## src/rtl/hazard_pkg.sv

```systemverilog
// Shared types and constants for the pipeline hazard controller.
// Imported by the interface, the wait counter and the top level.
package hazard_pkg;

    localparam int REG_AW = 5;

    typedef enum logic {
        ST_RUN      = 1'b0,
        ST_MEM_WAIT = 1'b1
    } hz_state_e;

    localparam logic [1:0] FWD_RF  = 2'b00;
    localparam logic [1:0] FWD_MEM = 2'b01;
    localparam logic [1:0] FWD_WB  = 2'b10;

    // x0 is hardwired to zero, so it never carries a dependency
    function automatic logic rd_hit(
        input logic              wren,
        input logic [REG_AW-1:0] rd,
        input logic [REG_AW-1:0] rs
    );
        return wren && (rd != '0) && (rd == rs);
    endfunction

endpackage

```

## src/rtl/hazard_ctrl_unit_if.sv

```systemverilog
// Pipeline-to-hazard-unit bundle: stage register tags in,
// stage stall/flush controls, forwarding selects and counters out.
interface hazard_ctrl_unit_if #(
    parameter int CNT_W = 32
);
    import hazard_pkg::*;

    logic [REG_AW-1:0] i_ID_rs1_addr;
    logic [REG_AW-1:0] i_ID_rs2_addr;
    logic [REG_AW-1:0] i_EX_rs1_addr;
    logic [REG_AW-1:0] i_EX_rs2_addr;
    logic              i_EX_pc_sel;
    logic              i_EX_rd_wren;
    logic [REG_AW-1:0] i_EX_rd_addr;
    logic              i_EX_is_load;
    logic              i_EX_mc_valid;
    logic              i_EX_mc_done;
    logic              i_MEM_rd_wren;
    logic [REG_AW-1:0] i_MEM_rd_addr;
    logic              i_MEM_mem_req;
    logic              i_WB_rd_wren;
    logic [REG_AW-1:0] i_WB_rd_addr;
    logic              i_cnt_clr;

    logic              o_pc_stall;
    logic              o_IF_ID_stall;
    logic              o_IF_ID_flush;
    logic              o_ID_EX_stall;
    logic              o_ID_EX_flush;
    logic              o_EX_MEM_stall;
    logic              o_EX_MEM_flush;
    logic              o_MEM_WB_stall;
    logic              o_MEM_WB_flush;
    logic [1:0]        o_fwd_rs1_sel;
    logic [1:0]        o_fwd_rs2_sel;
    logic [CNT_W-1:0]  o_stall_cycles;
    logic [CNT_W-1:0]  o_flush_events;

    modport master (
        output i_ID_rs1_addr, i_ID_rs2_addr,
        output i_EX_rs1_addr, i_EX_rs2_addr,
        output i_EX_pc_sel, i_EX_rd_wren, i_EX_rd_addr,
        output i_EX_is_load, i_EX_mc_valid, i_EX_mc_done,
        output i_MEM_rd_wren, i_MEM_rd_addr, i_MEM_mem_req,
        output i_WB_rd_wren, i_WB_rd_addr, i_cnt_clr,
        input  o_pc_stall, o_IF_ID_stall, o_IF_ID_flush,
        input  o_ID_EX_stall, o_ID_EX_flush,
        input  o_EX_MEM_stall, o_EX_MEM_flush,
        input  o_MEM_WB_stall, o_MEM_WB_flush,
        input  o_fwd_rs1_sel, o_fwd_rs2_sel,
        input  o_stall_cycles, o_flush_events
    );

    modport slave (
        input  i_ID_rs1_addr, i_ID_rs2_addr,
        input  i_EX_rs1_addr, i_EX_rs2_addr,
        input  i_EX_pc_sel, i_EX_rd_wren, i_EX_rd_addr,
        input  i_EX_is_load, i_EX_mc_valid, i_EX_mc_done,
        input  i_MEM_rd_wren, i_MEM_rd_addr, i_MEM_mem_req,
        input  i_WB_rd_wren, i_WB_rd_addr, i_cnt_clr,
        output o_pc_stall, o_IF_ID_stall, o_IF_ID_flush,
        output o_ID_EX_stall, o_ID_EX_flush,
        output o_EX_MEM_stall, o_EX_MEM_flush,
        output o_MEM_WB_stall, o_MEM_WB_flush,
        output o_fwd_rs1_sel, o_fwd_rs2_sel,
        output o_stall_cycles, o_flush_events
    );

endinterface

```

## src/rtl/mem_wait_ctr.sv

```systemverilog
// Data-memory wait sequencer: holds the pipeline for MEM_LATENCY-1
// cycles per memory op, then gives one release cycle.
module mem_wait_ctr
    import hazard_pkg::*;
#(
    parameter int MEM_LATENCY = 2
) (
    input  logic clk_i,
    input  logic rst_ni,
    input  logic mem_req_i,
    output logic wait_stall_o
);

    localparam int W  = MEM_LATENCY - 1;
    localparam int CW = $clog2(MEM_LATENCY) + 1;
    localparam logic [CW-1:0] RELOAD = (W >= 1) ? CW'(W - 1) : '0;

    hz_state_e      state_q;
    logic [CW-1:0]  cnt_q;

    // The release cycle is spent in ST_MEM_WAIT, so a request still
    // held high by the frozen MEM stage cannot start a new wait.
    always_ff @(posedge clk_i or negedge rst_ni) begin
        if (!rst_ni) begin
            state_q <= ST_RUN;
            cnt_q   <= '0;
        end else begin
            unique case (state_q)
                ST_RUN: begin
                    if (mem_req_i && (W >= 1)) begin
                        state_q <= ST_MEM_WAIT;
                        cnt_q   <= RELOAD;
                    end
                end
                ST_MEM_WAIT: begin
                    if (cnt_q != '0) begin
                        cnt_q <= cnt_q - CW'(1);
                    end else begin
                        state_q <= ST_RUN;
                    end
                end
                default: state_q <= ST_RUN;
            endcase
        end
    end

    assign wait_stall_o = (W >= 1) &&
        (((state_q == ST_RUN) && mem_req_i) ||
         ((state_q == ST_MEM_WAIT) && (cnt_q != '0)));

endmodule

```

## src/rtl/hazard_ctrl_unit.sv

```systemverilog
// Stall/flush controller for the 5-stage RV32I pipeline with optional
// forwarding, memory wait states, multi-cycle EX and perf counters.
module hazard_ctrl_unit
    import hazard_pkg::*;
#(
    parameter bit FORWARDING  = 1'b0,
    parameter int MEM_LATENCY = 2,
    parameter int CNT_W       = 32
) (
    input  logic              i_clk,
    input  logic              i_reset,
    hazard_ctrl_unit_if.slave bus
);

    logic mem_stall;
    logic mc_stall;
    logic hi_stall;
    logic br_flush;
    logic raw_any;
    logic raw_load;
    logic haz_stall;
    logic pc_stall;
    logic mem_h1, mem_h2, wb_h1, wb_h2;

    logic [CNT_W-1:0] stall_q, stall_d;
    logic [CNT_W-1:0] flush_q, flush_d;

    mem_wait_ctr #(
        .MEM_LATENCY (MEM_LATENCY)
    ) u_mem_wait (
        .clk_i        (i_clk),
        .rst_ni       (i_reset),
        .mem_req_i    (bus.i_MEM_mem_req),
        .wait_stall_o (mem_stall)
    );

    assign mc_stall = bus.i_EX_mc_valid & ~bus.i_EX_mc_done;
    assign hi_stall = mem_stall | mc_stall;

    // A frozen EX keeps pc_sel high, so the flush lands once, unstalled
    assign br_flush = bus.i_EX_pc_sel & ~hi_stall;

    assign raw_any =
        rd_hit(bus.i_EX_rd_wren,  bus.i_EX_rd_addr,  bus.i_ID_rs1_addr) |
        rd_hit(bus.i_EX_rd_wren,  bus.i_EX_rd_addr,  bus.i_ID_rs2_addr) |
        rd_hit(bus.i_MEM_rd_wren, bus.i_MEM_rd_addr, bus.i_ID_rs1_addr) |
        rd_hit(bus.i_MEM_rd_wren, bus.i_MEM_rd_addr, bus.i_ID_rs2_addr) |
        rd_hit(bus.i_WB_rd_wren,  bus.i_WB_rd_addr,  bus.i_ID_rs1_addr) |
        rd_hit(bus.i_WB_rd_wren,  bus.i_WB_rd_addr,  bus.i_ID_rs2_addr);

    assign raw_load = bus.i_EX_is_load & (
        rd_hit(1'b1, bus.i_EX_rd_addr, bus.i_ID_rs1_addr) |
        rd_hit(1'b1, bus.i_EX_rd_addr, bus.i_ID_rs2_addr));

    assign haz_stall = (FORWARDING ? raw_load : raw_any) &
                       ~hi_stall & ~bus.i_EX_pc_sel;

    assign pc_stall = hi_stall | haz_stall;

    assign bus.o_pc_stall     = i_reset & pc_stall;
    assign bus.o_IF_ID_stall  = i_reset & pc_stall;
    assign bus.o_IF_ID_flush  = i_reset & br_flush;
    assign bus.o_ID_EX_stall  = i_reset & hi_stall;
    assign bus.o_ID_EX_flush  = i_reset & (br_flush | haz_stall);
    assign bus.o_EX_MEM_stall = i_reset & mem_stall;
    assign bus.o_EX_MEM_flush = i_reset & mc_stall & ~mem_stall;
    assign bus.o_MEM_WB_stall = 1'b0;
    assign bus.o_MEM_WB_flush = i_reset & mem_stall;

    assign mem_h1 = rd_hit(bus.i_MEM_rd_wren, bus.i_MEM_rd_addr,
                           bus.i_EX_rs1_addr);
    assign mem_h2 = rd_hit(bus.i_MEM_rd_wren, bus.i_MEM_rd_addr,
                           bus.i_EX_rs2_addr);
    assign wb_h1  = rd_hit(bus.i_WB_rd_wren, bus.i_WB_rd_addr,
                           bus.i_EX_rs1_addr);
    assign wb_h2  = rd_hit(bus.i_WB_rd_wren, bus.i_WB_rd_addr,
                           bus.i_EX_rs2_addr);

    // MEM holds the younger value, so it wins over WB
    assign bus.o_fwd_rs1_sel = (!FORWARDING || !i_reset) ? FWD_RF :
                               mem_h1 ? FWD_MEM :
                               wb_h1  ? FWD_WB  : FWD_RF;
    assign bus.o_fwd_rs2_sel = (!FORWARDING || !i_reset) ? FWD_RF :
                               mem_h2 ? FWD_MEM :
                               wb_h2  ? FWD_WB  : FWD_RF;

    always_comb begin
        stall_d = stall_q;
        flush_d = flush_q;
        if (bus.i_cnt_clr) begin
            stall_d = '0;
            flush_d = '0;
        end else begin
            if (pc_stall && !(&stall_q)) stall_d = stall_q + CNT_W'(1);
            if (br_flush && !(&flush_q)) flush_d = flush_q + CNT_W'(1);
        end
    end

    always_ff @(posedge i_clk or negedge i_reset) begin
        if (!i_reset) begin
            stall_q <= '0;
            flush_q <= '0;
        end else begin
            stall_q <= stall_d;
            flush_q <= flush_d;
        end
    end

    assign bus.o_stall_cycles = stall_q;
    assign bus.o_flush_events = flush_q;

endmodule
```

## src/flat_wrapper.sv

```systemverilog
// flat-port wrapper written by rule: the top's interface ports become plain ports
module hazard_ctrl_unit_flat import hazard_pkg::*;
#(
    parameter bit FORWARDING  = 1'b0,
    parameter int MEM_LATENCY = 2,
    parameter int CNT_W       = 32
)
  (i_clk, i_reset, bus_i_ID_rs1_addr, bus_i_ID_rs2_addr, bus_i_EX_rs1_addr, bus_i_EX_rs2_addr, bus_i_EX_pc_sel, bus_i_EX_rd_wren, bus_i_EX_rd_addr, bus_i_EX_is_load, bus_i_EX_mc_valid, bus_i_EX_mc_done, bus_i_MEM_rd_wren, bus_i_MEM_rd_addr, bus_i_MEM_mem_req, bus_i_WB_rd_wren, bus_i_WB_rd_addr, bus_i_cnt_clr, bus_o_pc_stall, bus_o_IF_ID_stall, bus_o_IF_ID_flush, bus_o_ID_EX_stall, bus_o_ID_EX_flush, bus_o_EX_MEM_stall, bus_o_EX_MEM_flush, bus_o_MEM_WB_stall, bus_o_MEM_WB_flush, bus_o_fwd_rs1_sel, bus_o_fwd_rs2_sel, bus_o_stall_cycles, bus_o_flush_events);
  hazard_ctrl_unit_if #(.CNT_W(CNT_W)) bus_i ();
  input  logic i_clk;
  input  logic i_reset;
  input wire logic [$bits(bus_i.i_ID_rs1_addr)-1:0] bus_i_ID_rs1_addr;
  input wire logic [$bits(bus_i.i_ID_rs2_addr)-1:0] bus_i_ID_rs2_addr;
  input wire logic [$bits(bus_i.i_EX_rs1_addr)-1:0] bus_i_EX_rs1_addr;
  input wire logic [$bits(bus_i.i_EX_rs2_addr)-1:0] bus_i_EX_rs2_addr;
  input wire logic [$bits(bus_i.i_EX_pc_sel)-1:0] bus_i_EX_pc_sel;
  input wire logic [$bits(bus_i.i_EX_rd_wren)-1:0] bus_i_EX_rd_wren;
  input wire logic [$bits(bus_i.i_EX_rd_addr)-1:0] bus_i_EX_rd_addr;
  input wire logic [$bits(bus_i.i_EX_is_load)-1:0] bus_i_EX_is_load;
  input wire logic [$bits(bus_i.i_EX_mc_valid)-1:0] bus_i_EX_mc_valid;
  input wire logic [$bits(bus_i.i_EX_mc_done)-1:0] bus_i_EX_mc_done;
  input wire logic [$bits(bus_i.i_MEM_rd_wren)-1:0] bus_i_MEM_rd_wren;
  input wire logic [$bits(bus_i.i_MEM_rd_addr)-1:0] bus_i_MEM_rd_addr;
  input wire logic [$bits(bus_i.i_MEM_mem_req)-1:0] bus_i_MEM_mem_req;
  input wire logic [$bits(bus_i.i_WB_rd_wren)-1:0] bus_i_WB_rd_wren;
  input wire logic [$bits(bus_i.i_WB_rd_addr)-1:0] bus_i_WB_rd_addr;
  input wire logic [$bits(bus_i.i_cnt_clr)-1:0] bus_i_cnt_clr;
  output wire logic [$bits(bus_i.o_pc_stall)-1:0] bus_o_pc_stall;
  output wire logic [$bits(bus_i.o_IF_ID_stall)-1:0] bus_o_IF_ID_stall;
  output wire logic [$bits(bus_i.o_IF_ID_flush)-1:0] bus_o_IF_ID_flush;
  output wire logic [$bits(bus_i.o_ID_EX_stall)-1:0] bus_o_ID_EX_stall;
  output wire logic [$bits(bus_i.o_ID_EX_flush)-1:0] bus_o_ID_EX_flush;
  output wire logic [$bits(bus_i.o_EX_MEM_stall)-1:0] bus_o_EX_MEM_stall;
  output wire logic [$bits(bus_i.o_EX_MEM_flush)-1:0] bus_o_EX_MEM_flush;
  output wire logic [$bits(bus_i.o_MEM_WB_stall)-1:0] bus_o_MEM_WB_stall;
  output wire logic [$bits(bus_i.o_MEM_WB_flush)-1:0] bus_o_MEM_WB_flush;
  output wire logic [$bits(bus_i.o_fwd_rs1_sel)-1:0] bus_o_fwd_rs1_sel;
  output wire logic [$bits(bus_i.o_fwd_rs2_sel)-1:0] bus_o_fwd_rs2_sel;
  output wire logic [$bits(bus_i.o_stall_cycles)-1:0] bus_o_stall_cycles;
  output wire logic [$bits(bus_i.o_flush_events)-1:0] bus_o_flush_events;
  assign bus_i.i_ID_rs1_addr = bus_i_ID_rs1_addr;
  assign bus_i.i_ID_rs2_addr = bus_i_ID_rs2_addr;
  assign bus_i.i_EX_rs1_addr = bus_i_EX_rs1_addr;
  assign bus_i.i_EX_rs2_addr = bus_i_EX_rs2_addr;
  assign bus_i.i_EX_pc_sel = bus_i_EX_pc_sel;
  assign bus_i.i_EX_rd_wren = bus_i_EX_rd_wren;
  assign bus_i.i_EX_rd_addr = bus_i_EX_rd_addr;
  assign bus_i.i_EX_is_load = bus_i_EX_is_load;
  assign bus_i.i_EX_mc_valid = bus_i_EX_mc_valid;
  assign bus_i.i_EX_mc_done = bus_i_EX_mc_done;
  assign bus_i.i_MEM_rd_wren = bus_i_MEM_rd_wren;
  assign bus_i.i_MEM_rd_addr = bus_i_MEM_rd_addr;
  assign bus_i.i_MEM_mem_req = bus_i_MEM_mem_req;
  assign bus_i.i_WB_rd_wren = bus_i_WB_rd_wren;
  assign bus_i.i_WB_rd_addr = bus_i_WB_rd_addr;
  assign bus_i.i_cnt_clr = bus_i_cnt_clr;
  assign bus_o_pc_stall = bus_i.o_pc_stall;
  assign bus_o_IF_ID_stall = bus_i.o_IF_ID_stall;
  assign bus_o_IF_ID_flush = bus_i.o_IF_ID_flush;
  assign bus_o_ID_EX_stall = bus_i.o_ID_EX_stall;
  assign bus_o_ID_EX_flush = bus_i.o_ID_EX_flush;
  assign bus_o_EX_MEM_stall = bus_i.o_EX_MEM_stall;
  assign bus_o_EX_MEM_flush = bus_i.o_EX_MEM_flush;
  assign bus_o_MEM_WB_stall = bus_i.o_MEM_WB_stall;
  assign bus_o_MEM_WB_flush = bus_i.o_MEM_WB_flush;
  assign bus_o_fwd_rs1_sel = bus_i.o_fwd_rs1_sel;
  assign bus_o_fwd_rs2_sel = bus_i.o_fwd_rs2_sel;
  assign bus_o_stall_cycles = bus_i.o_stall_cycles;
  assign bus_o_flush_events = bus_i.o_flush_events;
  hazard_ctrl_unit #(.FORWARDING(FORWARDING), .MEM_LATENCY(MEM_LATENCY), .CNT_W(CNT_W)) u_core (.i_clk(i_clk), .i_reset(i_reset), .bus(bus_i));
endmodule
```

## config.mk

```make
export PLATFORM = sky130hd
export DESIGN_NAME = hazard_ctrl_unit_flat
export DESIGN_NICKNAME = d
export VERILOG_FILES = /design/src/rtl/hazard_pkg.sv /design/src/rtl/hazard_ctrl_unit_if.sv /design/src/rtl/mem_wait_ctr.sv /design/src/rtl/hazard_ctrl_unit.sv /design/src/flat_wrapper.sv
export SDC_FILE = /design/constraint.sdc
export NUM_CORES = 1
export LEC_CHECK = 0
export CORE_AREA = 2 2 93 95
export DETAILED_ROUTE_END_ITERATION = 10
export DIE_AREA = 0 0 95 97
export MAX_ROUTING_LAYER = met4
export PLACE_DENSITY_LB_ADDON = 0.25
export RECOVER_POWER = 50
export SLEW_MARGIN = 15
export SYNTH_ARGS = -nofsm -noshare
export SYNTH_HDL_FRONTEND = slang
export SYNTH_SLANG_ARGS = --single-unit
```

## constraint.sdc

```tcl
create_clock -name i_clk -period 6.33 [get_ports i_clk]
set_clock_uncertainty 0.2 [all_clocks]
set_input_delay 1.5825 -clock i_clk [delete_from_list [all_inputs] [get_ports i_clk]]
set_output_delay 1.5825 -clock i_clk [all_outputs]
set_load 0.01 [all_outputs]
```

# == Word-level counts from Yosys, hierarchy flattened ==
# Index checks and enable logic that the tools add are counted.
# W data, S select, Z words.
# totals
regBits,67
latch_bits,0
ram_bits,0
rom_bits,0
inputBits,46
output_inout_bits,77
wordCells,74
n_memories,0
# classes
n_addsub,3
n_mul,0
n_div,0
n_lt_le_gt_ge,0
n_eq_ne,8
n_shift,0
n_mux,10
bitwise_logic,24
reduce_logical,25
# ops
operator,count
$mux W32,4
$add A32 B1 Y32 const B,2
$reduce_and A32 Y1,2
$eq A5 B5 Y1,6
$reduce_bool A5 Y1,3
$logic_and A1 B1 Y1,13
$and A1 B1 Y1,11
$or A1 B1 Y1,8
$reduce_bool A2 Y1,3
$not A1 Y1,5
$mux W2,2
$pmux W2 S2,1
$logic_not A1 Y1,2
$mux W1,2
$ne A2 B1 Y1 const B,1
$ne A2 B2 Y1 const B,1
$pmux W1 S2,1
$reduce_and A2 Y1,1
$sub A2 B1 Y2 const B,1
$logic_or A1 B1 Y1,1

# == Depth between registers and ports, before layout ==
# Gate-level depths: netlist of the first run.
# depth
ltp_word,14
ltp_mapped,11
mapped_depth_nobuf,10

# == By module ==
# A second synthesis of the first run with hierarchy kept.
# unflattened
hier_cells,471
hier_area_um2,4381.7
# modules_own_cells
module,n_inst,cells_each,area_each_um2,seq_area_each_um2
hazard_ctrl_unit,1,459,4242.8,1601.5
mem_wait_ctr,1,12,138.9,75.1

# == Worst setup path before layout of the first run ==
# OpenSTA, ideal clock, no wires.
# synth_timing
kind,in2out
startpoint,input bus_i_EX_rd_addr[0]
endpoint,output bus_o_pc_stall
arrival_time_ns,3.092
t_required_ns,4.547
path_slack_ns,1.456
cell_stages,6
n_path_buf,1
cell_sequence,or4_1 > o21ai_0 > o22ai_1 > o21bai_1 > a21boi_0 > buf_4
# synth_via
elab_chain_len,12
elab_cells_between_ends,15
cone_classes,eq/ne (2); bitwise (9); reduce/logical (4)
# synth_rtl
element,line,rtl
from (decl),flat_wrapper.sv:18,input wire logic [$bits(bus_i.i_EX_rd_addr)-1:0] bus_i_EX_rd_addr;
$reduce_bool A5 Y1,hazard_pkg.sv:22,return wren && (rd != '0) && (rd == rs);
$logic_and A1 B1 Y1 (2 in series),hazard_pkg.sv:22,
$or A1 B1 Y1 *,hazard_ctrl_unit.sv:44,"rd_hit(bus.i_EX_rd_wren, bus.i_EX_rd_addr, bus.i_ID_rs1_addr) |"
$or A1 B1 Y1 *,hazard_ctrl_unit.sv:45,"rd_hit(bus.i_EX_rd_wren, bus.i_EX_rd_addr, bus.i_ID_rs2_addr) |"
$or A1 B1 Y1 *,hazard_ctrl_unit.sv:46,"rd_hit(bus.i_MEM_rd_wren, bus.i_MEM_rd_addr, bus.i_ID_rs1_addr) |"
$or A1 B1 Y1 *,hazard_ctrl_unit.sv:47,"rd_hit(bus.i_MEM_rd_wren, bus.i_MEM_rd_addr, bus.i_ID_rs2_addr) |"
$or A1 B1 Y1 *,hazard_ctrl_unit.sv:48,"rd_hit(bus.i_WB_rd_wren, bus.i_WB_rd_addr, bus.i_ID_rs1_addr) |"
$and A1 B1 Y1 *,hazard_ctrl_unit.sv:55,assign haz_stall = (FORWARDING ? raw_load : raw_any) &
$and A1 B1 Y1 *,hazard_ctrl_unit.sv:56,~hi_stall & ~bus.i_EX_pc_sel;
$or A1 B1 Y1 *,hazard_ctrl_unit.sv:58,assign pc_stall = hi_stall | haz_stall;
$and A1 B1 Y1 *,n/a,
to (decl),flat_wrapper.sv:28,output wire logic [$bits(bus_i.o_pc_stall)-1:0] bus_o_pc_stall;
# Every way passes the cells marked *; elsewhere a longest branch is shown, timed or not.

# == Worst setup path after layout of the first run ==
# layout_timing
startpoint,input bus_i_EX_rd_addr[0]
endpoint,output bus_o_pc_stall
# layout_via
elab_chain_len,12
elab_cells_between_ends,15
cone_classes,eq/ne (2); bitwise (9); reduce/logical (4)
# layout_rtl
element,line,rtl
$reduce_bool A5 Y1,hazard_pkg.sv:22,
$logic_and A1 B1 Y1 (2 in series),hazard_pkg.sv:22,
$or A1 B1 Y1 *,hazard_ctrl_unit.sv:44,
$or A1 B1 Y1 *,hazard_ctrl_unit.sv:45,
$or A1 B1 Y1 *,hazard_ctrl_unit.sv:46,
$or A1 B1 Y1 *,hazard_ctrl_unit.sv:47,
$or A1 B1 Y1 *,hazard_ctrl_unit.sv:48,
$and A1 B1 Y1 *,hazard_ctrl_unit.sv:55,
$and A1 B1 Y1 *,hazard_ctrl_unit.sv:56,
$or A1 B1 Y1 *,hazard_ctrl_unit.sv:58,
$and A1 B1 Y1 *,hazard_ctrl_unit.sv:60,assign bus.o_pc_stall = i_reset & pc_stall;
# Marks and branches as above.

==> results of run 1 <==
[cells by family (layout without fill, tap and decap cells)]
family / Yosys count / count (layout)
flip-flops: 67 / 67
adder cells (fa/ha/maj): 3 / 3
AND/OR/NAND/NOR: 201 / 201
AO/OA/AOI/OAI: 86 / 86
XOR/XNOR: 62 / 62
buffers and inverters: 33 / 139
other: 1 / 5
[routing by layer]
metal	track usage, %	vias to the layer above	wire, µm
met2	35.1	106	4680
met1	29.3	1796	4560
met5	-	-	0
li1	-	1815	-
met3	3.43	15	455
met4	7.80	0	164
[power breakdown]
group / switching (µW) / internal (µW) / total (µW)
clock network: 167 / 245 / 412
logic: 60.8 / 47.7 / 109
registers: 5.86 / 431 / 437
[final timing paths]
| path | start | to |
|---|---|---|
| min in group asynchronous | i_reset | u_core.bus.o_stall_cycles[20] |
| min reg2reg | u_core.u_mem_wait.cnt_q[0] | u_core.u_mem_wait.cnt_q[0] |
| max reg2reg | u_core.u_mem_wait.cnt_q[0] | u_core.bus.o_flush_events[18] |
| min | u_core.u_mem_wait.cnt_q[0] | u_core.u_mem_wait.cnt_q[0] |
| max in group asynchronous | i_reset | u_core.bus.o_stall_cycles[31] |
| max | bus_i_EX_rd_addr[0] | bus_o_pc_stall |
[through the flow]
stage | hold WS (ns) | util (%) | power (µW) | instances
2_1_floorplan | 0.260 | - | 501 | 457
3_3_place_gp | 0.283 | 63.5 | 553 | 652
3_5_place_dp | 0.297 | 63.5 | 555 | 652
4_1_cts | 0.307 | 66.4 | 968 | 668
5_1_grt | 0.356 | 66.3 | 997 | 668
6_report | 0.306 | 66.3 | 958 | 668
[sequential cells by signal (all words and copies together), names as in the netlist]
register	count
u_core.u_mem_wait.cnt_q	2
u_core.bus.o_flush_events	32
u_core.u_mem_wait.state_q	1
u_core.bus.o_stall_cycles	32
[cell type report]
class | count | share of cell area, %
clock buffer | 11 | 2.81
clock inverter | 5 | 1.58
inverter | 13 | 0.904
multi-input combinational | 357 | 41.3
sequential | 67 | 31.1
tap | 105 | 2.44
timing repair buffer | 110 | 19.9
[critical path: cells and delay by family]
kind,cells,cell delay [ns]
compound gates,4,1.10
buf+inv,2,0.99
simple gates,1,0.53
[layout by cell type (no fill, tap or decap), types with 16 or more instances in the layout]
cell type / n
nand4_1: 16
nand2_1: 40
nor2_1: 57
clkdlybuf4s50_1: 70
xor2_1: 39
dlygate4sd3_1: 34
a21oi_1: 26
or4_1: 16
nand3_1: 17
dfrtp_1: 67
xnor2_1: 23
==> run_results.csv, run 1 <==
group,metric,value,unit
logic_synthesis,yosysMostFrequentCell,"dfrtp_1",
floorplanning,die_x,95,µm
cts,worst_skew_pair.late_latency,0.34,ns
power_and_ir_drop,leakagePower,0.00218,µW
logic_synthesis,synth-simple-area-share,26.2,%
power_and_ir_drop,vdd_drop_max,0.125,mV
setup_path,crit_arrival,4.19,ns
logic_synthesis,synth_fa_ha_area_share,0.922,%
drt,dr.pass1.iters,4,
logic_synthesis,synth_top_cell_by_area,"dfrtp_1",
placement,gp_congestion,0.805,
logic_synthesis,ys_seq_area_share,41.2,%
setup_path,worst-setup-path-type,"primary input to output pin",
final_layout,stdcell_area,5400,µm²
cts,cts_tree,"yes",
cts,holdBufCountCts,0,
drt,vias_per_cell,5.59,
setup_path,path_cells,"clkdlybuf4s50_1 > or4_1 > o21ai_0 > o22ai_1 > o21bai_1 > a21boi_0 > clkdlybuf4s50_1",
cts,cts_resized,0,
final_layout,multi_input_area,2230,µm²
logic_synthesis,synth-compound-area-share,13.9,%
sta,period_minus_slack,5.98,ns
logic_synthesis,synth_area_leaders,"dfrtp_1 41%, xor2_1 8.4%, nor2_1 5.3%",
drt,drtAntennaViolNets,0,
final_layout,seq_area,1680,µm²
cts,clockBufferDepth,2,
status,outcome,"complete, but fails checks",
global_routing,globalRoute.totalOverflow,0,
sta,worst_slack,0.353,ns
drt,wirelength,9850,µm
placement,place_ws,0.389,ns
setup_path,path_max_fanout,7,
setup_path,endpoint_kind,"output pin",
setup_path,startpoint_type,"primary input",
global_routing,grt_max_degree,65,
logic_synthesis,syn_inst,453,
logic_synthesis,synth_seq_cells,67,
cts,cts_setup_buffers,0,
logic_synthesis,synthArstFlopShare,100,%
placement,port_buffers,106,
setup_path,reg2regPathDepth,8,
cts,cts_buffers,9,
logic_synthesis,synth-main-ff-cell,"dfrtp_1",
logic_synthesis,yosys.area.top_type_share,41.2,%
setup_path,slowest_delay,0.53,ns
final_layout,nets,607,
sta,finalCritPeriodShare,94.4,%
floorplanning,io_pins,123,
sta,hold_viol,0,
sta,setup_viol,0,
setup_path,cp_slowest_cell,"or4_1",
sta,max_freq,167,MHz
placement,placed_cell_area,5170,µm²
drt,vias,3732,
sta,grt_setup_unrepaired,"false",
final_layout,fillerInstances,670,
floorplanning,dieArea,9220,µm²
floorplanning,core_area,8130,µm²
final_layout,area_growth,32.5,%
cts,ctsRootBufferMaster,"clkbuf_8",
final_layout,antennaDiodeCount,0,
power_and_ir_drop,powerDensity,178,nW/µm²
logic_synthesis,synth_warnings,0,
status,violations,"capacitance limit, slew limit",
sta,slew_violations,37,
cts,ctsHtreeMaxLevel,3,
cts,cts.clk_slew.worst_paths,0.07,ns
logic_synthesis,yosys.area_share.xor_xnor,13.3,%
flow_run,max-cap-violations,1,
logic_synthesis,synth.distinct_cells,52,
global_routing,grt_pass1_vias,3554,
logic_synthesis,synth-edff-count,0,
global_routing,antenna_found_initial,0,
placement,place_hpwl,7120,µm
floorplanning,chipHeight,97,µm
min_path,whs_path_depth,1,
sta,worst_pin_slew,1.90,ns
cts,cts.sinks,67,
global_routing,grt_pass1_wl,16300,µm
drt,drc,0,
global_routing,track_usage,22.3,%
logic_synthesis,synthMuxAreaShare,0,%
drt,wl_per_cell,14.7,µm
setup_path,cp.required,4.55,ns
logic_synthesis,syn_area,4070,µm²
sta,slew_headroom,-26.5,%
setup_path,rrSetupSlack,3.56,ns
floorplanning,num_rows,33,
logic_synthesis,synth_common_cells,"67 x dfrtp_1, 57 x nor2_1, 40 x nand2_1",
min_path,hp-class,"flip-flop to flip-flop",
logic_synthesis,synth_top_family_by_area,"simple AND/OR/NAND/NOR gates",
setup_path,crit_path_frequent_cell,"clkdlybuf4s50_1",
final_layout,drive_above_1_share,6.39,%
logic_synthesis,syn_area_per_cell,8.99,µm²
sta,fin_setup_tns,0,ns
drt,drt_iter0_drc,238,
floorplanning,start_util,50.1,%
No activity file was read; power rests on OpenSTA's default activity.
==> run 2, diff against run 1 <==
--- a/config.mk
+++ b/config.mk
@@ -5,9 +5,9 @@
 export SDC_FILE = /design/constraint.sdc
 export NUM_CORES = 1
 export LEC_CHECK = 0
-export CORE_AREA = 2 2 93 95
+export CORE_AREA = 2 2 104 106
 export DETAILED_ROUTE_END_ITERATION = 10
-export DIE_AREA = 0 0 95 97
+export DIE_AREA = 0 0 106 108
 export MAX_ROUTING_LAYER = met4
 export PLACE_DENSITY_LB_ADDON = 0.25
 export RECOVER_POWER = 50
==> run 2 against run 1 <==
The flow still finishes with violations (capacitance limit, slew limit). Via count is 0.46% higher. Register-to-register slack lost 0.05 ns. Maximum frequency increased by 5.4%. Sequential power barely moved. Clock power fell by 2%. Flip-flop and latch count unchanged. Global-route usage is 2.9 points lower. Cell count increased by 4.6%. Core utilization fell by 13 points. Combinational power barely moved. Die area increased by 24%. Largest cell class unchanged. First-iteration DRC count shrank 20%. Critical path type unchanged.
==> run_results.csv, run 2 (synthesis results as in run 1) <==
group,metric,value,unit
drt,drtAntennaViolNets,0,
cts,worst_skew_pair.late_latency,0.34,ns
global_routing,grt_pass1_wl,17500,µm
setup_path,path_max_fanout,3,
sta,finalCritPeriodShare,89.6,%
drt,dr.pass1.iters,6,
sta,max_freq,176,MHz
placement,gp_congestion,0.832,
final_layout,multi_input_area,2230,µm²
cts,cts.sinks,67,
setup_path,endpoint_kind,"output pin",
setup_path,worstSetupStartpoint,"bus_i_ID_rs2_addr[3]",
global_routing,antenna_found_initial,0,
final_layout,nets,607,
setup_path,reg2reg_from,"u_core.u_mem_wait.cnt_q[0]",
sta,slew_headroom,-94.0,%
cts,clockBufferDepth,2,
sta,fin_setup_tns,0,ns
sta,grt_setup_unrepaired,"false",
drt,drt_iter0_drc,191,
power_and_ir_drop,leakagePower,0.00217,µW
final_layout,fillerInstances,919,
floorplanning,die_x,106,µm
final_layout,mostFrequentLayoutCell,"clkdlybuf4s50_1",
cts,holdBufCountCts,0,
placement,port_buffers,106,
floorplanning,dieArea,11400,µm²
cts,cts_buffers,9,
setup_path,worst-path-stages,8,
final_layout,area_growth,33.3,%
cts,cts_resized,0,
final_layout,drive_above_1_share,6.57,%
sta,hold_viol,0,
setup_path,rrSetupSlack,3.51,ns
status,violations,"capacitance limit, slew limit",
global_routing,globalRoute.totalOverflow,0,
setup_path,crit_path_end,"bus_o_IF_ID_stall",
cts,cts_tree,"yes",
setup_path,crit_path_frequent_cell,"clkdlybuf4s50_1",
floorplanning,chipHeight,108,µm
setup_path,reg2regPathDepth,8,
setup_path,path_cells,"clkdlybuf4s50_1 > xor2_1 > nor3_1 > a22oi_1 > o22ai_1 > o21bai_1 > a21boi_0 > clkdlybuf4s50_1",
power_and_ir_drop,vdd_drop_max,0.0891,mV
final_layout,seq_area,1680,µm²
cts,ctsHtreeMaxLevel,3,
setup_path,cp_slowest_cell,"clkdlybuf4s50_1",
drt,wl_per_cell,15.1,µm
floorplanning,io_pins,123,
global_routing,grt_pass1_vias,3538,
floorplanning,core_area,10200,µm²
sta,period_minus_slack,5.67,ns
drt,vias_per_cell,5.36,
setup_path,crit_arrival,3.89,ns
global_routing,track_usage,19.4,%
floorplanning,start_util,39.8,%
drt,drc,0,
drt,wirelength,10600,µm
final_layout,final_cell_mix,"70 x clkdlybuf4s50_1, 67 x dfrtp_1, 57 x nor2_1",
cts,cts.clk_slew.worst_paths,0.07,ns
global_routing,grt_max_degree,65,
power_and_ir_drop,powerDensity,175,nW/µm²
setup_path,cp.required,4.55,ns
status,outcome,"complete, but fails checks",
sta,slew_violations,53,
drt,vias,3749,
setup_path,worst-setup-path-type,"primary input to output pin",
sta,worst_pin_slew,2.91,ns
cts,cts_setup_buffers,0,
placement,place_hpwl,7510,µm
final_layout,antennaDiodeCount,0,
setup_path,crit_family,"buffers and inverters",
floorplanning,num_rows,37,
min_path,hp-class,"flip-flop to flip-flop",
setup_path,r2r-end,"u_core.bus.o_flush_events[18]",
setup_path,startpoint_type,"primary input",
setup_path,slowest_delay,0.58,ns
flow_run,max-cap-violations,1,
cts,ctsRootBufferMaster,"clkbuf_8",
setup_path,cp_num_buf_inv,2,
sta,setup_viol,0,
sta,holdWs,0.326,ns
## run 2: cell count changes in the layout (fill, tap and decap cells not counted)
cell / before / now
clkbuf_8: 11 / 10
clkinv_2: 0 / 1
clkbuf_1: 3 / 2
clkinvlp_4: 1 / 2
buf_4: 2 / 3
clkinv_4: 2 / 1
## run 2: area by class of cell
class / instances / share of cell area, %
Clock inverter: 6 / 1.64
Sequential cell: 67 / 30.9
Timing Repair Buffer: 110 / 19.8
Multi-Input combinational cell: 357 / 41.1
Clock buffer: 10 / 2.54
Tap cell: 136 / 3.14
Inverter: 13 / 0.899
## run 2: stage by stage
stage | setup WS, ns | instances | area [µm²] | total power, µW | utilization, %
2_1_floorplan | 1.46 | 457 | 4090 | 501 | -
3_3_place_gp | 0.705 | 683 | 5210 | 554 | 50.9
3_5_place_dp | 0.656 | 683 | 5210 | 556 | 50.9
4_1_cts | 0.643 | 699 | 5430 | 964 | 53.1
5_1_grt | 0.460 | 699 | 5430 | 995 | 53.1
6_report | 0.658 | 699 | 5430 | 951 | 53.1
## run 2: where the power goes
group	leakage [µW]	internal [µW]	switching, µW	total [µW]
logic	0.00113	48.0	62.6	111
registers	0.000933	431	5.76	437
clock network	0.000108	232	171	404
## run 2: how the worst min path moves through the flow
stage | cells past startpoint | start | end | slack (ns)
floorplan | 1 | u_core.u_mem_wait.cnt_q[0] | u_core.u_mem_wait.cnt_q[0] | 0.26
global placement | 1 | u_core.u_mem_wait.cnt_q[0] | u_core.u_mem_wait.cnt_q[0] | 0.28
detailed placement | 2 | u_core.u_mem_wait.cnt_q[1] | u_core.u_mem_wait.cnt_q[1] | 0.32
CTS | 2 | u_core.u_mem_wait.cnt_q[1] | u_core.u_mem_wait.cnt_q[1] | 0.33
global route | 1 | u_core.u_mem_wait.cnt_q[0] | u_core.u_mem_wait.cnt_q[0] | 0.35
finish | 2 | u_core.u_mem_wait.cnt_q[1] | u_core.u_mem_wait.cnt_q[1] | 0.33
## run 2: worst reg2reg max path, stage by stage, from the launching register on
cell and delay [ns]:
dfrtp_1 0.40, inv_1 0.07, ha_1 0.13, nand2b_1 0.18
o2111ai_1 0.44, nor4_1 0.87, nand4_1 0.20, xor2_1 0.16
nor2_1 0.05
## run 2: routing by layer
| layer | wire, µm | vias to the layer above | track usage, % | part of all wire, % |
|---|---|---|---|---|
| li1 | - | 1826 | - | - |
| met1 | 5060 | 1803 | 26.1 | 48 |
| met2 | 4840 | 103 | 29.7 | 46 |
| met3 | 465 | 17 | 2.89 | 4.4 |
| met4 | 197 | 0 | 7.52 | 1.9 |
| met5 | 0 | - | - | 0 |
